--- src/rtl/cache_fill_fsm_pkg.sv ---
// Shared constants and state encoding for the cache miss/fill engine.
package cache_fill_fsm_pkg;

   typedef enum logic {
      ST_IDLE = 1'b0,
      ST_FILL = 1'b1
   } fill_state_t;

   localparam int unsigned WORDS_PER_BLOCK = 8;
   localparam int unsigned WORD_IDX_W      = $clog2(WORDS_PER_BLOCK);
   localparam int unsigned BLK_OFF_W       = WORD_IDX_W + 1;
   localparam int unsigned FILL_CNT_W      = WORD_IDX_W + 1;
   localparam int unsigned MEM_LATENCY     = 4;

endpackage

--- src/rtl/cache_fill_fsm_fill_counter.sv ---
// Resettable up-counter with synchronous clear, enable and terminal-count flag.
module fill_counter #(
   parameter int unsigned WIDTH = 4,
   parameter int unsigned LAST  = 8
) (
   input  logic             clk,
   input  logic             rst,
   input  logic             i_clr,
   input  logic             i_en,
   output logic [WIDTH-1:0] o_cnt,
   output logic             o_tc
);

   logic [WIDTH-1:0] r_cnt;

   always_ff @(posedge clk or posedge rst) begin
      if (rst) begin
         r_cnt <= '0;
      end else if (i_clr) begin
         r_cnt <= '0;
      end else if (i_en) begin
         r_cnt <= r_cnt + WIDTH'(1);
      end
   end

   assign o_cnt = r_cnt;
   assign o_tc  = (r_cnt == WIDTH'(LAST));

endmodule

--- src/rtl/cache_fill_fsm.sv ---
// Cache miss handler: fetches a full block word-by-word from pipelined memory
// and writes it into the cache data array, then the tag/valid entry.
module cache_fill_fsm #(
   parameter int unsigned ADDR_W          = 16,
   parameter int unsigned DATA_W          = 16,
   parameter int unsigned WORDS_PER_BLOCK = cache_fill_fsm_pkg::WORDS_PER_BLOCK
) (
   input  logic              clk,
   input  logic              rst,
   input  logic              miss_detected,
   input  logic [ADDR_W-1:0] miss_address,
   input  logic [DATA_W-1:0] memory_data,
   input  logic              memory_data_valid,
   output logic              fsm_busy,
   output logic              mem_read,
   output logic [ADDR_W-1:0] memory_address,
   output logic              write_data_array,
   output logic              write_tag_array,
   output logic [ADDR_W-1:0] cache_wr_address,
   output logic [DATA_W-1:0] cache_wr_data
);

   import cache_fill_fsm_pkg::*;

   localparam int unsigned IDX_W = $clog2(WORDS_PER_BLOCK);
   localparam int unsigned CNT_W = IDX_W + 1;
   localparam int unsigned OFF_W = IDX_W + 1;
   localparam logic [ADDR_W-1:0] BASE_MASK = ~ADDR_W'((1 << OFF_W) - 1);

   fill_state_t       r_state;
   logic [ADDR_W-1:0] r_base;

   logic [CNT_W-1:0]  w_req_cnt;
   logic [CNT_W-1:0]  w_resp_cnt;
   logic              w_req_done;
   logic              w_resp_tc;
   logic              w_fill;
   logic              w_start;
   logic              w_issue;
   logic              w_resp;
   logic              w_last_resp;
   logic [ADDR_W-1:0] w_req_addr;
   logic [ADDR_W-1:0] w_resp_addr;

   assign w_fill      = (r_state == ST_FILL);
   assign w_start     = (r_state == ST_IDLE) && miss_detected;
   assign w_issue     = w_fill && !w_req_done;
   assign w_resp      = w_fill && memory_data_valid;
   assign w_last_resp = w_resp && w_resp_tc;

   // base has its offset bits cleared, so OR-ing in the word offset never carries
   assign w_req_addr  = r_base | ADDR_W'({w_req_cnt, 1'b0});
   assign w_resp_addr = r_base | ADDR_W'({w_resp_cnt, 1'b0});

   fill_counter #(
      .WIDTH (CNT_W),
      .LAST  (WORDS_PER_BLOCK)
   ) u_req_cnt (
      .clk   (clk),
      .rst   (rst),
      .i_clr (w_start),
      .i_en  (w_issue),
      .o_cnt (w_req_cnt),
      .o_tc  (w_req_done)
   );

   fill_counter #(
      .WIDTH (CNT_W),
      .LAST  (WORDS_PER_BLOCK - 1)
   ) u_resp_cnt (
      .clk   (clk),
      .rst   (rst),
      .i_clr (w_start),
      .i_en  (w_resp),
      .o_cnt (w_resp_cnt),
      .o_tc  (w_resp_tc)
   );

   // A miss coinciding with the last response is ignored; IDLE re-samples it next cycle
   always_ff @(posedge clk or posedge rst) begin
      if (rst) begin
         r_state <= ST_IDLE;
         r_base  <= '0;
      end else begin
         case (r_state)
            ST_IDLE: begin
               if (miss_detected) begin
                  r_state <= ST_FILL;
                  r_base  <= miss_address & BASE_MASK;
               end
            end
            ST_FILL: begin
               if (w_last_resp) begin
                  r_state <= ST_IDLE;
               end
            end
            default: r_state <= ST_IDLE;
         endcase
      end
   end

   assign fsm_busy         = w_fill;
   assign mem_read         = w_issue;
   assign memory_address   = w_issue ? w_req_addr : '0;
   assign write_data_array = w_resp;
   assign write_tag_array  = w_last_resp;
   assign cache_wr_address = w_resp ? w_resp_addr : '0;
   assign cache_wr_data    = w_resp ? memory_data : '0;

endmodule

--- config.mk ---
export PLATFORM = sky130hd
export DESIGN_NAME = cache_fill_fsm
export DESIGN_NICKNAME = d
export VERILOG_FILES = /design/src/rtl/cache_fill_fsm_pkg.sv /design/src/rtl/cache_fill_fsm_fill_counter.sv /design/src/rtl/cache_fill_fsm.sv
export SDC_FILE = /design/constraint.sdc
export NUM_CORES = 1
export LEC_CHECK = 0
export CAP_MARGIN = 20
export CORE_UTILIZATION = 38
export CTS_CLUSTER_DIAMETER = 30
export DETAILED_ROUTE_END_ITERATION = 12
export PLACE_DENSITY_LB_ADDON = 0.3
export SYNTH_ARGS = -nofsm -noshare
export SYNTH_HDL_FRONTEND = slang
export SYNTH_SLANG_ARGS = --single-unit
--- constraint.sdc ---
create_clock -name clk -period 3.8 [get_ports clk]
set_clock_uncertainty 0.2 [all_clocks]
set_input_delay 0.76 -clock clk [delete_from_list [all_inputs] [get_ports clk]]
set_output_delay 0.76 -clock clk [all_outputs]
set_load 0.005 [all_outputs]
==> reports/metrics.yaml <==
setup_path:
  timing.critical_path.required_ps: 2840
  startpoint_type: "input pin"
  crit_path_end_kind: "output port"
  worst-setup-path-type: "in -> out"
  critPathArrivalTime_ps: 2280
  critical_path_peak_fanout: 31
finish:
  post_route_cells_drive_above_1_share_pct: 4.74
  fin_util_pct: 67.9
  postLayoutCellArea_sq_mm: 0.00212
  nNetsFinal: 272
  final_std_cells_w_o_fill: 276
  layout-area-overhead-vs-synth_pct: 65.5
  antenna_cells_inserted: 0
  layout.filler_cells: 264
power_and_ir_drop:
  seqPwrFrac_pct: 32.7
  power.switching_fraction_pct: 34.4
  power.leakage_nw: 1.04
  power_frac_comb_pct: 59.1
  power.density_mw_per_mm2: 617
  internal-power_w: 0.000860
  p_clk_share_pct: 8.2
  finalPower_w: 0.00131
  max-vdd-ir-drop_mv: 0.399
  net-switching-power_w: 0.000451
synthesis:
  post_syn_area_per_cell_sq_um: 8.23
  synth_area_leaders: "sky130_fd_sc_hd__dfrtp_1 (41%), sky130_fd_sc_hd__and3_1 (15%), sky130_fd_sc_hd__nand2_1 (12%)"
  synth_cells: 156
  ys_seq_elements: 21
  ys_types: 27
  synth_most_common_cell: "sky130_fd_sc_hd__nand2_1"
  synth_enable_flop_cells: 0
  synthesis.yosys.warnings: 0
  yosys_most_used_dff: "sky130_fd_sc_hd__dfrtp_1"
  async_flop_share_pct: 100
  synth_commonest_cells: "sky130_fd_sc_hd__nand2_1 (42), sky130_fd_sc_hd__and3_1 (30), sky130_fd_sc_hd__dfrtp_1 (21), sky130_fd_sc_hd__and2_1 (13), sky130_fd_sc_hd__nor2_1 (8)"
  seq_area_frac_synth_pct: 40.9
  synth_top_area_share_pct: 40.9
  syn-cell-area_sq_mm: 0.00128
  synthDominantAreaCellType: "sky130_fd_sc_hd__dfrtp_1"
floorplanning:
  design.die.area_sq_mm: 0.00361
  design.portCount: 88
  floorplan.rows: 20
  chipHeight_microns: 60.1
  initial_core_util_pct: 41.0
  chipWidth_microns: 60.1
  core_area_sq_mm: 0.00313
placement:
  dpl-instance-area_sq_mm: 0.00210
  dp_hpwl_microns: 2540
  placed_cells_incl_taps: 272
  gpl.final_weighted_congestion: 0.718
  buffer_ports.inserted: 81
timing:
  hold_viol_final: 0
  setup-violations-final: 0
  rsz0062_at_grt: "false"
  fin_crit_ps: 3240
  achievable-frequency_mhz: 308
  timing.max_slew.rel_slack_pct: 48.2
  number_of_pins_with_negative_max_slew_slack_in_the_final_report: 0
  setup_total_negative_slack_ps: 0
  fin_crit_sh_pct: 85.3
  transition_at_the_pin_with_the_smallest_max_transition_slack_ps: 776
global_routing:
  first_global_vias: 1225
  grt_util_met2_pct: 33.1
  grtUsageMet3_pct: 6.71
  grt_pass1_wl_microns: 5610
  gr-usage-met1_pct: 26.9
  top_usage_layer: "met2"
  antenna_found_initial: 0
  overflow: 0
  grt_use_total_pct: 20.8
  grt_start_max_net_pins: 32
routing:
  detail_route.first_pass.iterations: 4
  routed-via-count: 1308
  via_per_inst: 4.74
  routed_wirelength_microns: 3530
  drt_iter0_drc: 43
  detail_route.drc_violations: 0
  route.antenna.remaining_nets: 0
  post_drt_wl_per_cell_microns: 12.8
clocking:
  cts_post_setup_buffers_inserted: 0
  post_cts_gate_resize_count: 0
  tritoncts.num_buffers: 3
  insertion_delay_ps: 310
  cts_tree: "done"
  clockRootBuffer: "sky130_fd_sc_hd__clkbuf_4"
  htree_levels: 1
  clock_sink_count: 21
  cts.hold.buffers_added: 0
  clk_transition_reported_paths_ps: 110
  max-clock-path-buffers: 2
job:
  maxCapViolations: 0
min_path:
  min-delay-path-class: "reg -> reg"
outcome:
  run_status: "complete, no violations"
worst paths after layout:
| check | from | cells past startpoint | slack [ps] | end |
|---|---|---|---|---|
| max | memory_data_valid | 5 | 560 | cache_wr_address[4] |
| min | r_base[11] | 2 | 300 | r_base[11] |
| max reg2reg | fsm_busy | 4 | 1710 | u_resp_cnt.o_cnt[3] |
| min reg2reg | r_base[11] | 2 | 300 | r_base[11] |
| max in group asynchronous | rst | 2 | 2240 | u_resp_cnt.o_cnt[2] |
| min in group asynchronous | rst | 2 | 680 | r_base[10] |
state kept, by name, indices dropped and copies added (netlist names):
| signal | count |
|---|---|
| r_base | 12 |
| u_req_cnt.o_cnt | 4 |
| u_resp_cnt.o_cnt | 4 |
| fsm_busy | 1 |
cell type report:
| cell class | instances | area, sq um | area share, % |
|---|---|---|---|
| multi-input cells | 117 | 658 | 31.0 |
| well taps | 44 | 55.1 | 2.59 |
| flip-flops and latches | 21 | 526 | 24.7 |
| clock buffers | 3 | 22.5 | 1.06 |
| repair buffers | 84 | 833 | 39.2 |
| inverters | 6 | 25.0 | 1.18 |
| clock inverters | 1 | 5.00 | 0.236 |
placed cells by master (no fill, tap or decap), drive strengths merged:
cell type       n
clkdlybuf4s50  81
dfrtp          21
clkbuf          3
xor2            2
nor2            8
mux2i           2
and3b           1
nand2b          1
buf             3
conb            2
a21oi           1
o22ai           1
a31oi           1
inv             6
nor2b           2
and2           13
clkinv          1
nand2          42
nand3           3
a31o            1
mux2            1
and3           30
ha              3
o21a            2
xnor2           1
worst max-delay path, cell delays in order:
cell and delay (ps):
sky130_fd_sc_hd__clkdlybuf4s50_1 470, sky130_fd_sc_hd__buf_4 260, sky130_fd_sc_hd__nand2_1 130, sky130_fd_sc_hd__nor2_1 130
sky130_fd_sc_hd__clkdlybuf4s50_1 520
kinds of logic (layout without fill, tap and decap cells):
| group | Yosys count | after routing | synth area share [%] |
|---|---|---|---|
| AO/OA/AOI/OAI | 6 | 6 | 4.39 |
| flip-flops | 21 | 21 | 40.9 |
| buffers and inverters | 19 | 94 | 8.09 |
| adder cells (fa/ha/maj) | 3 | 3 | 2.92 |
| multiplexers | 3 | 3 | 2.44 |
| XOR/XNOR | 3 | 3 | 2.05 |
| AND/OR/NAND/NOR | 100 | 100 | 38.9 |
| other | 1 | 2 | 0.292 |
through the flow:
| stage | hold WS (ps) | setup WS, ps |
|---|---|---|
| floorplan | 251 | 1640 |
| global placement | 275 | 556 |
| detailed placement | 279 | 544 |
| CTS | 309 | 543 |
| global route | 332 | 426 |
| finish | 304 | 557 |
power by group through the flow:
stage | Combinational [W] | Sequential [W] | Clock (W)
final | 0.000775 | 0.000429 | 0.000107
after global routing | 0.000852 | 0.000448 | 0.000121
after CTS | 0.000783 | 0.000428 | 0.000114
after detailed placement | 0.000779 | 0.000431 | 0
after global placement | 0.000767 | 0.000429 | 0
after floorplan | 0.000394 | 0.000396 | 0
per-layer routing:
metal	up-vias	part of all wire, %
met1	596	45
met3	5	9.5
met5	-	0
met4	0	1.2
met2	58	44
li1	649	-
(Power assumes the default switching activity.)
